`src/rtl/trig_pkg.sv`:
```
// Shared definitions for the trigger event serializer: default sizing and index-width helper.
// Imported by the serializer top and its round-robin arbiter.
package trig_pkg;

    localparam int WIDTH_DEF = 8;
    localparam int CNT_W_DEF = 4;

    // An index bus is never narrower than one bit, even for a single source.
    function automatic int clog2_min1(input int n);
        return (n <= 1) ? 1 : $clog2(n);
    endfunction

endpackage

```
`src/rtl/trig_event_serializer_rr_arbiter.sv`:
```
// Combinational round-robin arbiter: first set request at or above ptr_i, wrapping.
// A double-width vector (masked copy below, full copy above) turns the wrap into one priority search.
module rr_arbiter
    import trig_pkg::*;
#(
    parameter int WIDTH = WIDTH_DEF
) (
    input  logic [WIDTH-1:0]              req_i,
    input  logic [clog2_min1(WIDTH)-1:0]  ptr_i,
    output logic                          grant_valid_o,
    output logic [clog2_min1(WIDTH)-1:0]  grant_idx_o
);

    localparam int IDX_W = clog2_min1(WIDTH);

    logic [WIDTH-1:0]   mask;
    logic [2*WIDTH-1:0] dbl_req;

    // NOTE: every output of a combinational block gets a default before any
    // conditional assignment; otherwise synthesis infers a latch.
    always_comb begin
        mask          = '0;
        dbl_req       = '0;
        grant_valid_o = |req_i;
        grant_idx_o   = '0;
        for (int i = 0; i < WIDTH; i++) begin
            mask[i] = (i >= int'(ptr_i));
        end
        dbl_req = {req_i, req_i & mask};
        // Scanning downward lets the lowest set bit overwrite the result last.
        for (int i = 2 * WIDTH - 1; i >= 0; i--) begin
            if (dbl_req[i]) begin
                grant_idx_o = IDX_W'(i % WIDTH);
            end
        end
    end

endmodule

```
`src/rtl/trig_event_serializer.sv`:
```
// Per-source pending-event counters serialized into one valid/ready stream of source indices.
// Round-robin service; a sticky per-source flag records any event lost to counter saturation.
module trig_event_serializer
    import trig_pkg::*;
#(
    parameter int WIDTH = WIDTH_DEF,
    parameter int CNT_W = CNT_W_DEF
) (
    input  logic                          clk,
    input  logic                          rst,
    input  logic [WIDTH-1:0]              trig_in,
    output logic                          out_valid,
    input  logic                          out_ready,
    output logic [clog2_min1(WIDTH)-1:0]  out_idx,
    output logic                          busy,
    output logic [WIDTH-1:0]              overflow,
    input  logic                          clr_ovf
);

    localparam int IDX_W = clog2_min1(WIDTH);

    typedef logic [CNT_W-1:0] cnt_t;
    localparam cnt_t CNT_MAX = '1;

    cnt_t             cnt_q [WIDTH];
    cnt_t             cnt_d [WIDTH];
    logic [WIDTH-1:0] overflow_q, overflow_d;
    logic             out_valid_q, out_valid_d;
    logic [IDX_W-1:0] out_idx_q, out_idx_d;
    logic [IDX_W-1:0] rr_ptr_q, rr_ptr_d;

    logic [WIDTH-1:0] req;
    logic [WIDTH-1:0] load_hit;
    logic [WIDTH-1:0] ovf_set;
    logic             load;
    logic             grant_valid;
    logic [IDX_W-1:0] grant_idx;

    // Arbitration sees only registered counts, so a same-edge trigger waits a cycle.
    always_comb begin
        req = '0;
        for (int i = 0; i < WIDTH; i++) begin
            req[i] = (cnt_q[i] != '0);
        end
    end

    assign load = ~out_valid_q | out_ready;

    rr_arbiter #(
        .WIDTH (WIDTH)
    ) u_arb (
        .req_i         (req),
        .ptr_i         (rr_ptr_q),
        .grant_valid_o (grant_valid),
        .grant_idx_o   (grant_idx)
    );

    // A load of source i frees a counter slot in the same edge, so it cannot overflow then.
    always_comb begin
        load_hit = '0;
        ovf_set  = '0;
        for (int i = 0; i < WIDTH; i++) begin
            cnt_d[i]    = cnt_q[i];
            load_hit[i] = load && grant_valid && (grant_idx == IDX_W'(i));
            if (trig_in[i] && !load_hit[i]) begin
                if (cnt_q[i] == CNT_MAX) begin
                    ovf_set[i] = 1'b1;
                end else begin
                    cnt_d[i] = cnt_q[i] + 1'b1;
                end
            end else if (!trig_in[i] && load_hit[i]) begin
                cnt_d[i] = cnt_q[i] - 1'b1;
            end
        end
        overflow_d = (clr_ovf ? '0 : overflow_q) | ovf_set;
    end

    // Output slot and round-robin pointer; an idle load empties the slot but keeps the pointer.
    always_comb begin
        out_valid_d = out_valid_q;
        out_idx_d   = out_idx_q;
        rr_ptr_d    = rr_ptr_q;
        if (load) begin
            out_valid_d = grant_valid;
            if (grant_valid) begin
                out_idx_d = grant_idx;
                rr_ptr_d  = (grant_idx == IDX_W'(WIDTH - 1)) ? '0 : grant_idx + 1'b1;
            end
        end
    end

    // NOTE: sequential state uses non-blocking assignments only, so every
    // register samples the pre-edge values of the others. The counters are a
    // handful of flops rather than a RAM, so they are cleared like any register.
    always_ff @(posedge clk or posedge rst) begin
        if (rst) begin
            for (int i = 0; i < WIDTH; i++) begin
                cnt_q[i] <= '0;
            end
            overflow_q  <= '0;
            out_valid_q <= 1'b0;
            out_idx_q   <= '0;
            rr_ptr_q    <= '0;
        end else begin
            for (int i = 0; i < WIDTH; i++) begin
                cnt_q[i] <= cnt_d[i];
            end
            overflow_q  <= overflow_d;
            out_valid_q <= out_valid_d;
            out_idx_q   <= out_idx_d;
            rr_ptr_q    <= rr_ptr_d;
        end
    end

    assign out_valid = out_valid_q;
    assign out_idx   = out_idx_q;
    assign overflow  = overflow_q;
    assign busy      = out_valid_q | (|req);

endmodule
```
`config.mk`:
```
export PLATFORM = sky130hd
export DESIGN_NAME = trig_event_serializer
export DESIGN_NICKNAME = d
export VERILOG_FILES = /design/src/rtl/trig_pkg.sv /design/src/rtl/trig_event_serializer_rr_arbiter.sv /design/src/rtl/trig_event_serializer.sv
export SDC_FILE = /design/constraint.sdc
export NUM_CORES = 1
export LEC_CHECK = 0
export CORE_ASPECT_RATIO = 0.6
export CORE_UTILIZATION = 45
export DETAILED_ROUTE_END_ITERATION = 7
export PLACE_DENSITY = 0.62
export SLEW_MARGIN = 40
export SYNTH_ARGS = -nofsm -noshare
export SYNTH_HDL_FRONTEND = slang
export SYNTH_HIERARCHICAL = 1
export SYNTH_SLANG_ARGS = --single-unit
```
`constraint.sdc`:
```
create_clock -name clk -period 9.5 [get_ports clk]
set_input_delay 1.425 -clock clk [delete_from_list [all_inputs] [get_ports clk]]
set_output_delay 1.425 -clock clk [all_outputs]
set_load 0.005 [all_outputs]
```
==> key figures <==
Setup path
  • Data arrival, critical path: 4.66 ns
  • Worst-path fanout max: 6
  • Crit Path Class: reg -> reg
  • RR Endpoint: cnt_q[11]
  • FF-to-FF setup slack: 5.05 ns
  • WP data required: 9.71 ns
  • Critical Path Start Type: register
  • Worst setup path startpoint: cnt_q[4]
  • CP endpoint kind: register
  • Reg2reg path depth: 13
  • Reg2Reg Launch Point: cnt_q[4]
  • Critical path endpoint: cnt_q[11]

STA
  • Fin. Hold Viols: 0
  • Crit share post-route: 46.8%
  • Relative slew slack: 54.2%
  • Skew final: 0.00655 ns
  • Worst Slack Setup Final: 5.05 ns
  • Crit path time final: 4.45 ns
  • Final setup fails: 0
  • Achievable Freq: 225 MHz
  • Least-Margin Pin Slew: 0.681 ns
  • Setup TNS: 0 ns
  • Slew Viols, Final: 0
  • RSZ-0062 raised after global routing: false

Floorplan
  • Initial Util: 48.5%
  • Die ar.: 0.00720 mm^2
  • Chip height: 66.1 um
  • IO Pins: 25
  • FP Rows: 22
  • Core Box Area: 0.00636 mm^2
  • Die Wd: 109 um

Yosys
  • FF+latch count, synth: 47
  • Post-synth top flop: dfrtp_1
  • Synthesized netlist cell count: 287
  • Largest area contributor in the netlist: dfrtp_1
  • Mean Syn Cell Area: 10.7 um^2
  • Syn nets: 329
  • Share of flip-flops with an asynchronous set or reset: 100%
  • Top cell type's share of synthesized area: 38.1%
  • Post-synthesis sequential area ratio: 38.1%
  • Cell variety after synth: 50
  • Post-Syn Area: 0.00308 mm^2
  • Synth top area cells: dfrtp_1, ha_1, mux2_1, fa_1, xor2_1
  • Syn. warnings: 6
  • EDFF count, synth: 0

Pwr
  • Lkg Pwr: 1.48 nW
  • Sw frac: 42.4%
  • Net Switching: 506 uW
  • Clock power share: 14.3%
  • PD cells: 337 mW/mm^2
  • Worst vdd ir: 0.171 mV
  • Part of the power in registers: 34.7%
  • Combinational cell fraction of total power: 51.0%
  • Int Power: 687 uW

Clocking
  • CTS max path bufs: 2
  • Worst-path clk slew: 0.06 ns
  • Postcts setup bufs: 0
  • Num CTS Buffers: 5
  • # clock sinks: 47
  • Clk Latency, worst-skew pair: 0.29 ns
  • Hold-fix buffers, CTS: 0
  • H-tree levels: 2
  • Post-CTS sizing: 0
  • CTS root buf: clkbuf_16
  • CTS tree: done

Placement
  • Routability Congestion: 0.877
  • Port-buffer cells: 24
  • Pre-CTS setup slack: 5.20 ns
  • Dpl hpwl: 4730 um

Final layout
  • Commonest non-fill, non-tap cell in the layout: dfrtp_1
  • Final nets: 355
  • Most frequent cells in the layout: dfrtp_1, clkdlybuf4s50_1, ha_1
  • Layout cells sized above 1: 7.96%
  • Area delta synth->final: 14.8%
  • Antenna Cells: 0

Drt
  • Routed WL: 6520 um
  • DR pass1 iterations: 4
  • Vias: 2233
  • DR iter-0 viols: 189
  • DRT antenna net count: 0
  • Routed wire per std cell: 16.4 um
  • Drt drc: 0
  • Vias per cell: 5.61

Global route
  • Pin count of the biggest net entering global routing: 48
  • All-layer global routing usage: 21.1%
  • Global route total overflow: 0
  • First-pass GRT wire length: 11400 um
  • Initial antenna violation count: 0
  • Vias in the first global route: 2220

Status
  • Status: complete, no violations

Job
  • Maxcap violations: 0

Min path
  • Hold WC Path Type: reg -> reg
cells by family (layout without fill, tap and decap cells):
kind of cell,after synthesis,count (layout),share of synthesized area [%]
xor gates and xnor gates,24,24,6.82
DFF,47,47,38.1
AOI/OAI and AO/OA,70,70,15.9
and+or+nand+nor,67,67,13.6
adders and majority gates,30,30,14.1
muxes,22,22,7.83
buffers and inverters,27,54,3.61
routing by layer:
metal	vias to the layer above	GRT usage (%)	part of all wire [%]
met5	-	0	0
met4	0	4.39	0.98
li1	1112	-	-
met2	44	28.9	39
met1	1068	32.7	56
met3	9	5.12	3.7
final cells by class:
cell class | count | area, um^2
clock buffer | 7 | 133
clock inverter | 1 | 5.00
fill | 551 | 2820
inverter | 22 | 85.1
multi-input combinational | 213 | 1800
sequential | 47 | 1180
tap | 84 | 105
timing repair buffer | 24 | 240
synth_stat cells (4+ instances only):
cell	instances
nand4_1	8
o21ai_0	10
dfrtp_1	47
xnor2_1	6
mux2i_1	5
a21o_1	5
fa_1	8
xor2_1	18
or4_1	9
a21oi_1	15
ha_1	22
a21boi_0	4
nand3_1	6
inv_1	20
nand2_1	14
mux2_1	16
o22ai_1	9
o31ai_1	5
worst min path at each step:
stage | from | to | slack (ns) | cells after the start
6_report | cnt_q[15] | cnt_q[15] | 0.49 | 1
5_1_grt | cnt_q[19] | cnt_q[19] | 0.50 | 1
4_1_cts | cnt_q[15] | cnt_q[15] | 0.49 | 1
3_5_place_dp | cnt_q[15] | cnt_q[15] | 0.47 | 1
3_3_place_gp | out_idx[0] | out_idx[0] | 0.47 | 2
2_1_floorplan | cnt_q[3] | cnt_q[3] | 0.45 | 1
worst max-delay path, stage by stage (launching register included):
cell and delay [ns]:
dfrtp_1 0.44, or4_1 0.68, and3_2 0.27, a21oi_1 0.10
o21ai_0 0.11, o32ai_1 0.54, ha_1 0.26, clkinv_1 0.17
o31ai_1 0.65, ha_1 0.36, a21o_1 0.18, a21oi_1 0.21
mux2i_1 0.25, xor2_1 0.15
sequential cells by signal, summed over array words and instances, names as in the netlist:
register / count
cnt_q: 32
out_idx: 3
out_valid: 1
overflow: 8
rr_ptr_q: 3
power groups by stage:
stage | Combinational [mW] | Clock [mW] | Sequential, mW
floorplan | 0.462 | 0 | 0.387
global placement | 0.591 | 0 | 0.412
detailed placement | 0.603 | 0 | 0.415
CTS | 0.610 | 0.176 | 0.414
global route | 0.696 | 0.185 | 0.434
finish | 0.608 | 0.170 | 0.414
metrics by stage:
step,cells,utilization (%),instance area [um^2],power (mW),hold slack [ns]
finish,398,55.7,3540,1.19,0.486
global route,398,55.7,3540,1.32,0.501
CTS,398,55.7,3540,1.20,0.488
detailed placement,390,53.5,3400,1.02,0.472
global placement,390,53.5,3400,1.00,0.471
floorplan,287,-,3080,0.849,0.455
Power figures use the tool's default switching activity.
